===== config.mk =====
export PLATFORM = sky130hd
export DESIGN_NAME = mem_arbiter
export DESIGN_NICKNAME = d
export VERILOG_FILES = /design/src/rtl/mem_arbiter.sv
export SDC_FILE = /design/constraint.sdc
export NUM_CORES = 1
export LEC_CHECK = 0
export BUFFER_PORTS_ARGS = -buffer_cell sky130_fd_sc_hd__buf_2
export CAP_MARGIN = 20
export CORE_MARGIN = 3
export CORE_UTILIZATION = 49
export CTS_CLUSTER_SIZE = 16
export DETAILED_ROUTE_END_ITERATION = 10
export PLACE_DENSITY = 0.8
export SLEW_MARGIN = 10
export SYNTH_ARGS = -nofsm -noshare
export SYNTH_HDL_FRONTEND = slang
export SYNTH_SLANG_ARGS = --single-unit

===== constraint.sdc =====
create_clock -name clk -period 2.3 [get_ports clk]
set_input_delay 0.115 -clock clk [delete_from_list [all_inputs] [get_ports clk]]
set_output_delay 0.115 -clock clk [all_outputs]
set_load 0.01 [all_outputs]

===== src/rtl/mem_arbiter.sv =====
`timescale 1ns/1ps
// -----------------------------------------------------------------------------
// mem_arbiter
//
// Shares the single-port unified memory of the 8-bit CPU between the fetch
// stage (instruction reads) and the memory stage (data loads/stores). One
// transaction is accepted at a time over a req/ack handshake. The transaction
// is placed on the fixed-latency memory port, and the read data comes back
// with a one-cycle ack. While hlt is high, no new fetch is granted. Cycles in
// which both requesters compete are counted for performance tuning.
//
// Transaction timeline (cycle 0 = IDLE cycle in which the request is sampled):
//   cycle 1               ISSUE : mem_en pulse, address/we/wdata on memory port
//   cycles 2..MEM_LAT+1   WAIT  : latency countdown, read data captured last
//   cycle MEM_LAT+2       ACK   : owner's ack pulse with registered rdata
//
// Parameters:
//   AW       address width
//   DW       data width
//   MEM_LAT  memory read latency after the mem_en sampling edge (1..7)
//
// Configuration macro:
//   ARB_ROUND_ROBIN_EN  defined     -> on a conflict, the grant goes to the
//                                      port not granted most recently (the
//                                      first conflict after reset goes to data)
//                       not defined -> fixed data-over-fetch priority
//
// Ports:
//   clk, rst_n        clock, asynchronous active-low reset
//   hlt               CPU halted: new fetch grants are blocked
//   if_req/if_addr    fetch request (held until if_ack) and address
//   if_ack/if_rdata   fetch completion pulse and instruction byte
//   d_req/d_we/d_addr/d_wdata  data request, store flag, address, store data
//   d_ack/d_rdata     data completion pulse and load data (0 for stores)
//   mem_en/mem_we/mem_addr/mem_wdata  memory port command
//   mem_rdata         memory read data, valid MEM_LAT cycles after mem_en
//   busy              high whenever the arbiter is not IDLE
//   conflict_cnt      saturating count of IDLE cycles with both requests eligible
// -----------------------------------------------------------------------------
module mem_arbiter #(
  parameter int AW      = 8,
  parameter int DW      = 8,
  parameter int MEM_LAT = 1
) (
  input  logic          clk,
  input  logic          rst_n,
  input  logic          hlt,
  input  logic          if_req,
  input  logic [AW-1:0] if_addr,
  output logic          if_ack,
  output logic [DW-1:0] if_rdata,
  input  logic          d_req,
  input  logic          d_we,
  input  logic [AW-1:0] d_addr,
  input  logic [DW-1:0] d_wdata,
  output logic          d_ack,
  output logic [DW-1:0] d_rdata,
  output logic          mem_en,
  output logic          mem_we,
  output logic [AW-1:0] mem_addr,
  output logic [DW-1:0] mem_wdata,
  input  logic [DW-1:0] mem_rdata,
  output logic          busy,
  output logic [7:0]    conflict_cnt
);

  typedef enum logic [1:0] {
    S_IDLE  = 2'd0,
    S_ISSUE = 2'd1,
    S_WAIT  = 2'd2,
    S_ACK   = 2'd3
  } state_e;

  // Countdown start value; the counter reaches 1 in the cycle the memory
  // presents the read data.
  localparam logic [2:0] LAT_LOAD = 3'(MEM_LAT);

  state_e        state_q,     state_d;
  logic          own_data_q,  own_data_d;   // 1 = data port owns the transaction
  logic [2:0]    lat_q,       lat_d;
  logic          mem_en_q,    mem_en_d;
  logic          mem_we_q,    mem_we_d;
  logic [AW-1:0] mem_addr_q,  mem_addr_d;
  logic [DW-1:0] mem_wdata_q, mem_wdata_d;
  logic          if_ack_q,    if_ack_d;
  logic          d_ack_q,     d_ack_d;
  logic [DW-1:0] if_rdata_q,  if_rdata_d;
  logic [DW-1:0] d_rdata_q,   d_rdata_d;
  logic [7:0]    cnt_q,       cnt_d;
  logic          busy_q,      busy_d;

  // Request qualification: data is always eligible, fetch only while running.
  logic elig_data;
  logic elig_fetch;
  logic grant_data;

  assign elig_data  = d_req;
  assign elig_fetch = if_req & ~hlt;

`ifdef ARB_ROUND_ROBIN_EN
  // Remembers which port won the most recent grant (1 = data). Reset value
  // "fetch" makes the first conflict after reset go to data.
  logic last_data_q, last_data_d;

  assign grant_data = (elig_data & elig_fetch) ? ~last_data_q : elig_data;
`else
  // Fixed priority: data wins whenever it is eligible.
  assign grant_data = elig_data;
`endif

  // ---------------------------------------------------------------------------
  // Next-state and registered-output logic
  // ---------------------------------------------------------------------------
  always_comb begin
    // NOTE: every signal assigned in this block gets a default first, so no
    // path through the case statement can leave one unassigned (no latches).
    state_d     = state_q;
    own_data_d  = own_data_q;
    lat_d       = lat_q;
    mem_en_d    = 1'b0;
    mem_we_d    = mem_we_q;
    mem_addr_d  = mem_addr_q;
    mem_wdata_d = mem_wdata_q;
    if_ack_d    = 1'b0;
    d_ack_d     = 1'b0;
    if_rdata_d  = if_rdata_q;
    d_rdata_d   = d_rdata_q;
    cnt_d       = cnt_q;
`ifdef ARB_ROUND_ROBIN_EN
    last_data_d = last_data_q;
`endif

    unique case (state_q)
      S_IDLE: begin
        if (elig_data && elig_fetch && (cnt_q != 8'hFF)) begin
          cnt_d = cnt_q + 8'd1;
        end
        if (elig_data || elig_fetch) begin
          // Latch the winner's command so the memory port is stable from
          // ISSUE through ACK, independent of what the requesters do next.
          state_d     = S_ISSUE;
          own_data_d  = grant_data;
          mem_en_d    = 1'b1;
          mem_we_d    = grant_data & d_we;
          mem_addr_d  = grant_data ? d_addr  : if_addr;
          mem_wdata_d = grant_data ? d_wdata : '0;
`ifdef ARB_ROUND_ROBIN_EN
          last_data_d = grant_data;
`endif
        end
      end

      S_ISSUE: begin
        state_d = S_WAIT;
        lat_d   = LAT_LOAD;
      end

      S_WAIT: begin
        if (lat_q == 3'd1) begin
          state_d = S_ACK;
          if (own_data_q) begin
            d_ack_d   = 1'b1;
            d_rdata_d = mem_we_q ? '0 : mem_rdata;
          end else begin
            if_ack_d   = 1'b1;
            if_rdata_d = mem_rdata;
          end
        end else begin
          lat_d = lat_q - 3'd1;
        end
      end

      S_ACK: begin
        // A request still high here is ignored; it is re-sampled in IDLE.
        state_d  = S_IDLE;
        mem_we_d = 1'b0;
      end

      default: begin
        state_d = S_IDLE;
      end
    endcase

    busy_d = (state_d != S_IDLE);
  end

  // ---------------------------------------------------------------------------
  // State registers
  // ---------------------------------------------------------------------------
  // NOTE: sequential state uses non-blocking assignments so every register
  // samples the pre-edge values, independent of statement order.
  always_ff @(posedge clk or negedge rst_n) begin
    if (!rst_n) begin
      state_q     <= S_IDLE;
      own_data_q  <= 1'b0;
      lat_q       <= '0;
      mem_en_q    <= 1'b0;
      mem_we_q    <= 1'b0;
      mem_addr_q  <= '0;
      mem_wdata_q <= '0;
      if_ack_q    <= 1'b0;
      d_ack_q     <= 1'b0;
      if_rdata_q  <= '0;
      d_rdata_q   <= '0;
      cnt_q       <= '0;
      busy_q      <= 1'b0;
    end else begin
      state_q     <= state_d;
      own_data_q  <= own_data_d;
      lat_q       <= lat_d;
      mem_en_q    <= mem_en_d;
      mem_we_q    <= mem_we_d;
      mem_addr_q  <= mem_addr_d;
      mem_wdata_q <= mem_wdata_d;
      if_ack_q    <= if_ack_d;
      d_ack_q     <= d_ack_d;
      if_rdata_q  <= if_rdata_d;
      d_rdata_q   <= d_rdata_d;
      cnt_q       <= cnt_d;
      busy_q      <= busy_d;
    end
  end

`ifdef ARB_ROUND_ROBIN_EN
  always_ff @(posedge clk or negedge rst_n) begin
    if (!rst_n) begin
      last_data_q <= 1'b0;
    end else begin
      last_data_q <= last_data_d;
    end
  end
`endif

  // All outputs come straight from registers.
  assign if_ack       = if_ack_q;
  assign if_rdata     = if_rdata_q;
  assign d_ack        = d_ack_q;
  assign d_rdata      = d_rdata_q;
  assign mem_en       = mem_en_q;
  assign mem_we       = mem_we_q;
  assign mem_addr     = mem_addr_q;
  assign mem_wdata    = mem_wdata_q;
  assign busy         = busy_q;
  assign conflict_cnt = cnt_q;

endmodule


==> impl_metrics.csv <==
group,metric,value,unit
power_and_ir_drop,pwr-share-clk,16.1,%
floorplanning,start_util,53.0,%
grt,grt_pass1_vias,1636,
logic_synthesis,seq_area_frac_synth,57.3,%
grt,grtUsageTotal,18.0,%
sta,worst_slack,468,ps
grt,globalRoute.busiestLayer,"met2",
sta,hold_viol_final,0,
setup_path,r2r_slack,470,ps
setup_path,crit_family,"simple AND/OR/NAND/NOR gates",
grt,grt_use_met1,23.9,%
sta,slew_viol_final,0,
power_and_ir_drop,finalPower,0.00326,W
placed_design,gp_congestion,0.730,
setup_path,crit_cells,5,
setup_path,slowest_delay,420,ps
setup_path,start_kind,"flop",
floorplanning,die_h,73.4,um
placed_design,portBuffers,82,
floorplanning,die_w,73.4,um
drt,dr.pass1.iters,4,
sta,fin_skew,6.92,ps
hold_path,whs_path_depth,3,
power_and_ir_drop,p_comb_share,39.2,%
sta,finalSetupViolCount,0,
logic_synthesis,syn_area,0.00223,mm2
clocking,cts.sink_count,51,
setup_path,critPathBufInv,1,
sta,rsz0062_at_grt,"false",
drt,via_per_inst,5.05,
clocking,clkTransAtPathRegs,90,ps
power_and_ir_drop,swShare,36.9,%
sta,worst_slew_pin_slew,622,ps
clocking,cts.path.max_buffers,2,
grt,grt_pass1_wl,7500,um
power_and_ir_drop,cellInternalPower,0.00206,W
layout,syn_to_final_growth,25.6,%
setup_path,endpoint_kind,"flop",
sta,relSlewSlack,58.6,%
drt,routed_wl,4650,um
power_and_ir_drop,power_density,1170,mW/mm2
logic_synthesis,async_reset_ff_share,100,%
clocking,cts_tree,"built",
sta,clock.fmax,0.546,GHz
setup_path,cp_max_fo,9,
job,cap_viol_max_count,0,
power_and_ir_drop,seqPwrFrac,44.7,%
sta,final.setup.tns,0,ps
power_and_ir_drop,power.leakage,1.50,nW
grt,antenna_found_initial,0,
clocking,clockRootBuffer,"clkbuf_8",
sta,final.min_clock_period,1830,ps
setup_path,required,2490,ps
drt,final_antenna_net_count,0,
floorplanning,dieArea,0.00539,mm2
drt,drt_iter0_drc,76,
setup_path,timing.rr.start,"state_q[0]",
drt,drc,0,
hold_path,hold_class,"input port to flop",
power_and_ir_drop,switchingPower,0.00120,W
floorplanning,core,0.00420,mm2
setup_path,crit_chain,"inv_1 -> ha_1 -> nand2_1 -> nor2_2 -> mux2_2",
setup_path,slowest_stage,"dfrtp_1",
logic_synthesis,avgSynthCellArea,10.7,um2
layout,final_cells,346,
setup_path,crit_arrival,2020,ps
layout,antenna_cells,0,
setup_path,reg2regPathDepth,5,
grt,grtUsageMet2,29.1,%
clocking,htreeDepth,2,
placed_design,hpwl,3510,um
grt,grt_max_degree,52,
logic_synthesis,yosys_warnings,0,
logic_synthesis,synth-edff-count,0,
placed_design,placedCellCount,337,
floorplanning,ios,83,
grt,grt.met3_usage,5.47,%
power_and_ir_drop,ir_worst_vdd,0.626,mV
setup_path,crit_type,"flop to flop",
hold_path,hold_end,"mem_wdata[4]",
floorplanning,row_count,23,
drt,post_drt_wl_per_cell,13.4,um
setup_path,reg2reg_to,"if_rdata[1]",
layout,num-nets-final,340,
logic_synthesis,synth_ff_type,"dfrtp_1",
logic_synthesis,syn_nets,254,
drt,vias,1747,
grt,grt_overflow,0,
sta,finalCritPeriodShare,79.7,%
clocking,clk_latency,300,ps
placed_design,pre_cts_slack,475,ps
logic_synthesis,ys_types,27,
clocking,cts_buffers,5,
hold_path,min-delay-start,"d_wdata[4]",
status,run_status,"finished, final reports clean",
logic_synthesis,ys_ff_latch,51,
logic_synthesis,syn_inst,209,
layout,drive_gt1_share,36.5,%
==> cell usage in the layout (no fill, tap or decap), types with 7 or more instances in the layout <==
master     n
dfrtp_1   51
inv_1      9
mux2i_1    9
nand2_1   40
ha_1       7
mux2_2    10
nand2b_1   9
o21ai_0   24
nor2_1     7
buf_2     82
nand3_1   11
==> final cells by class <==
| type | instances | area, um2 |
|---|---|---|
| fill | 324 | 1410 |
| tap | 50 | 62.6 |
| multi-input combinational | 142 | 885 |
| clock buffer | 7 | 86.3 |
| clock inverter | 1 | 8.76 |
| sequential | 51 | 1280 |
| timing repair buffer | 86 | 443 |
| inverter | 9 | 33.8 |
==> power by group through the flow <==
| stage | sequential [W] | clock [W] | combinational (W) |
|---|---|---|---|
| after floorplan | 0.00161 | 0 | 0.000603 |
| after global placement | 0.00146 | 0 | 0.00124 |
| after detailed placement | 0.00147 | 0 | 0.00130 |
| after CTS | 0.00146 | 0.000539 | 0.00130 |
| after global routing | 0.00150 | 0.000579 | 0.00143 |
| final | 0.00146 | 0.000526 | 0.00128 |
==> worst max path at each step <==
stage               start         endpoint  slack, ps
2_1_floorplan  state_q[0]  conflict_cnt[6]        540
3_3_place_gp     lat_q[1]      if_rdata[2]        560
3_5_place_dp   state_q[0]      if_rdata[1]        470
4_1_cts        state_q[0]      if_rdata[1]        460
5_1_grt        state_q[0]      if_rdata[7]        290
6_report       state_q[0]      if_rdata[1]        470
==> tightest hold or removal path, stage by stage <==
cell     delay [ps]
buf_2            80
nand3_1          60
nand2_1          60
==> routing by layer <==
layer	routed length (um)	share of wire, %
met1	1960	42
met2	2240	48
met3	434	9.3
met4	19	0.41
met5	0	0
==> metrics by stage <==
step	cell area, um2	hold slack, ps	util, %
final	2800	46.4	66.5
after global routing	2800	31.3	66.5
after CTS	2800	42.0	66.5
after detailed placement	2690	258	64.0
after global placement	2690	260	64.0
after floorplan	2230	-181	-
==> synth_stat cells (2+ instances only) <==
cell,count,area share [%]
a21oi_1,6,1.3
buf_2,4,0.90
clkbuf_1,3,0.51
dfrtp_1,51,57
ha_1,7,3.9
inv_1,9,1.5
mux2_2,10,5.1
mux2i_1,9,4.0
nand2_1,40,6.7
nand2b_1,9,2.5
nand3_1,11,2.5
nand4_1,3,0.84
nor2_1,7,1.2
nor2b_1,2,0.56
o21ai_0,24,5.4
or2_2,2,0.56
xnor2_1,2,0.79
==> flip-flops by register name (all words and copies together) (netlist names) <==
| signal | cells |
|---|---|
| busy | 1 |
| conflict_cnt | 8 |
| if_rdata | 8 |
| if_ack | 1 |
| d_rdata | 8 |
| lat_q | 3 |
| mem_en | 1 |
| mem_we | 1 |
| mem_addr | 8 |
| mem_wdata | 8 |
| d_ack | 1 |
| own_data_q | 1 |
| state_q | 2 |
==> kinds of logic (layout without fill, tap and decap cells) <==
group           Yosys count  in the layout  share of synthesized area (%)
compound gates           32             32                           7.53
mux                      20             20                           9.61
xor+xnor                  3              3                           1.18
buf+inv                  16            103                           2.92
flops                    51             51                           57.3
fa+ha+maj                 7              7                           3.93
simple gates             80             80                           17.5
==> repair_timing <==
action                    in CTS  in global routing
hold buffers                   1                  0
resized for setup              0                  0
buffers inserted               0                  0
hold endpoints to repair      51                  0
(Power assumes the default switching activity.)
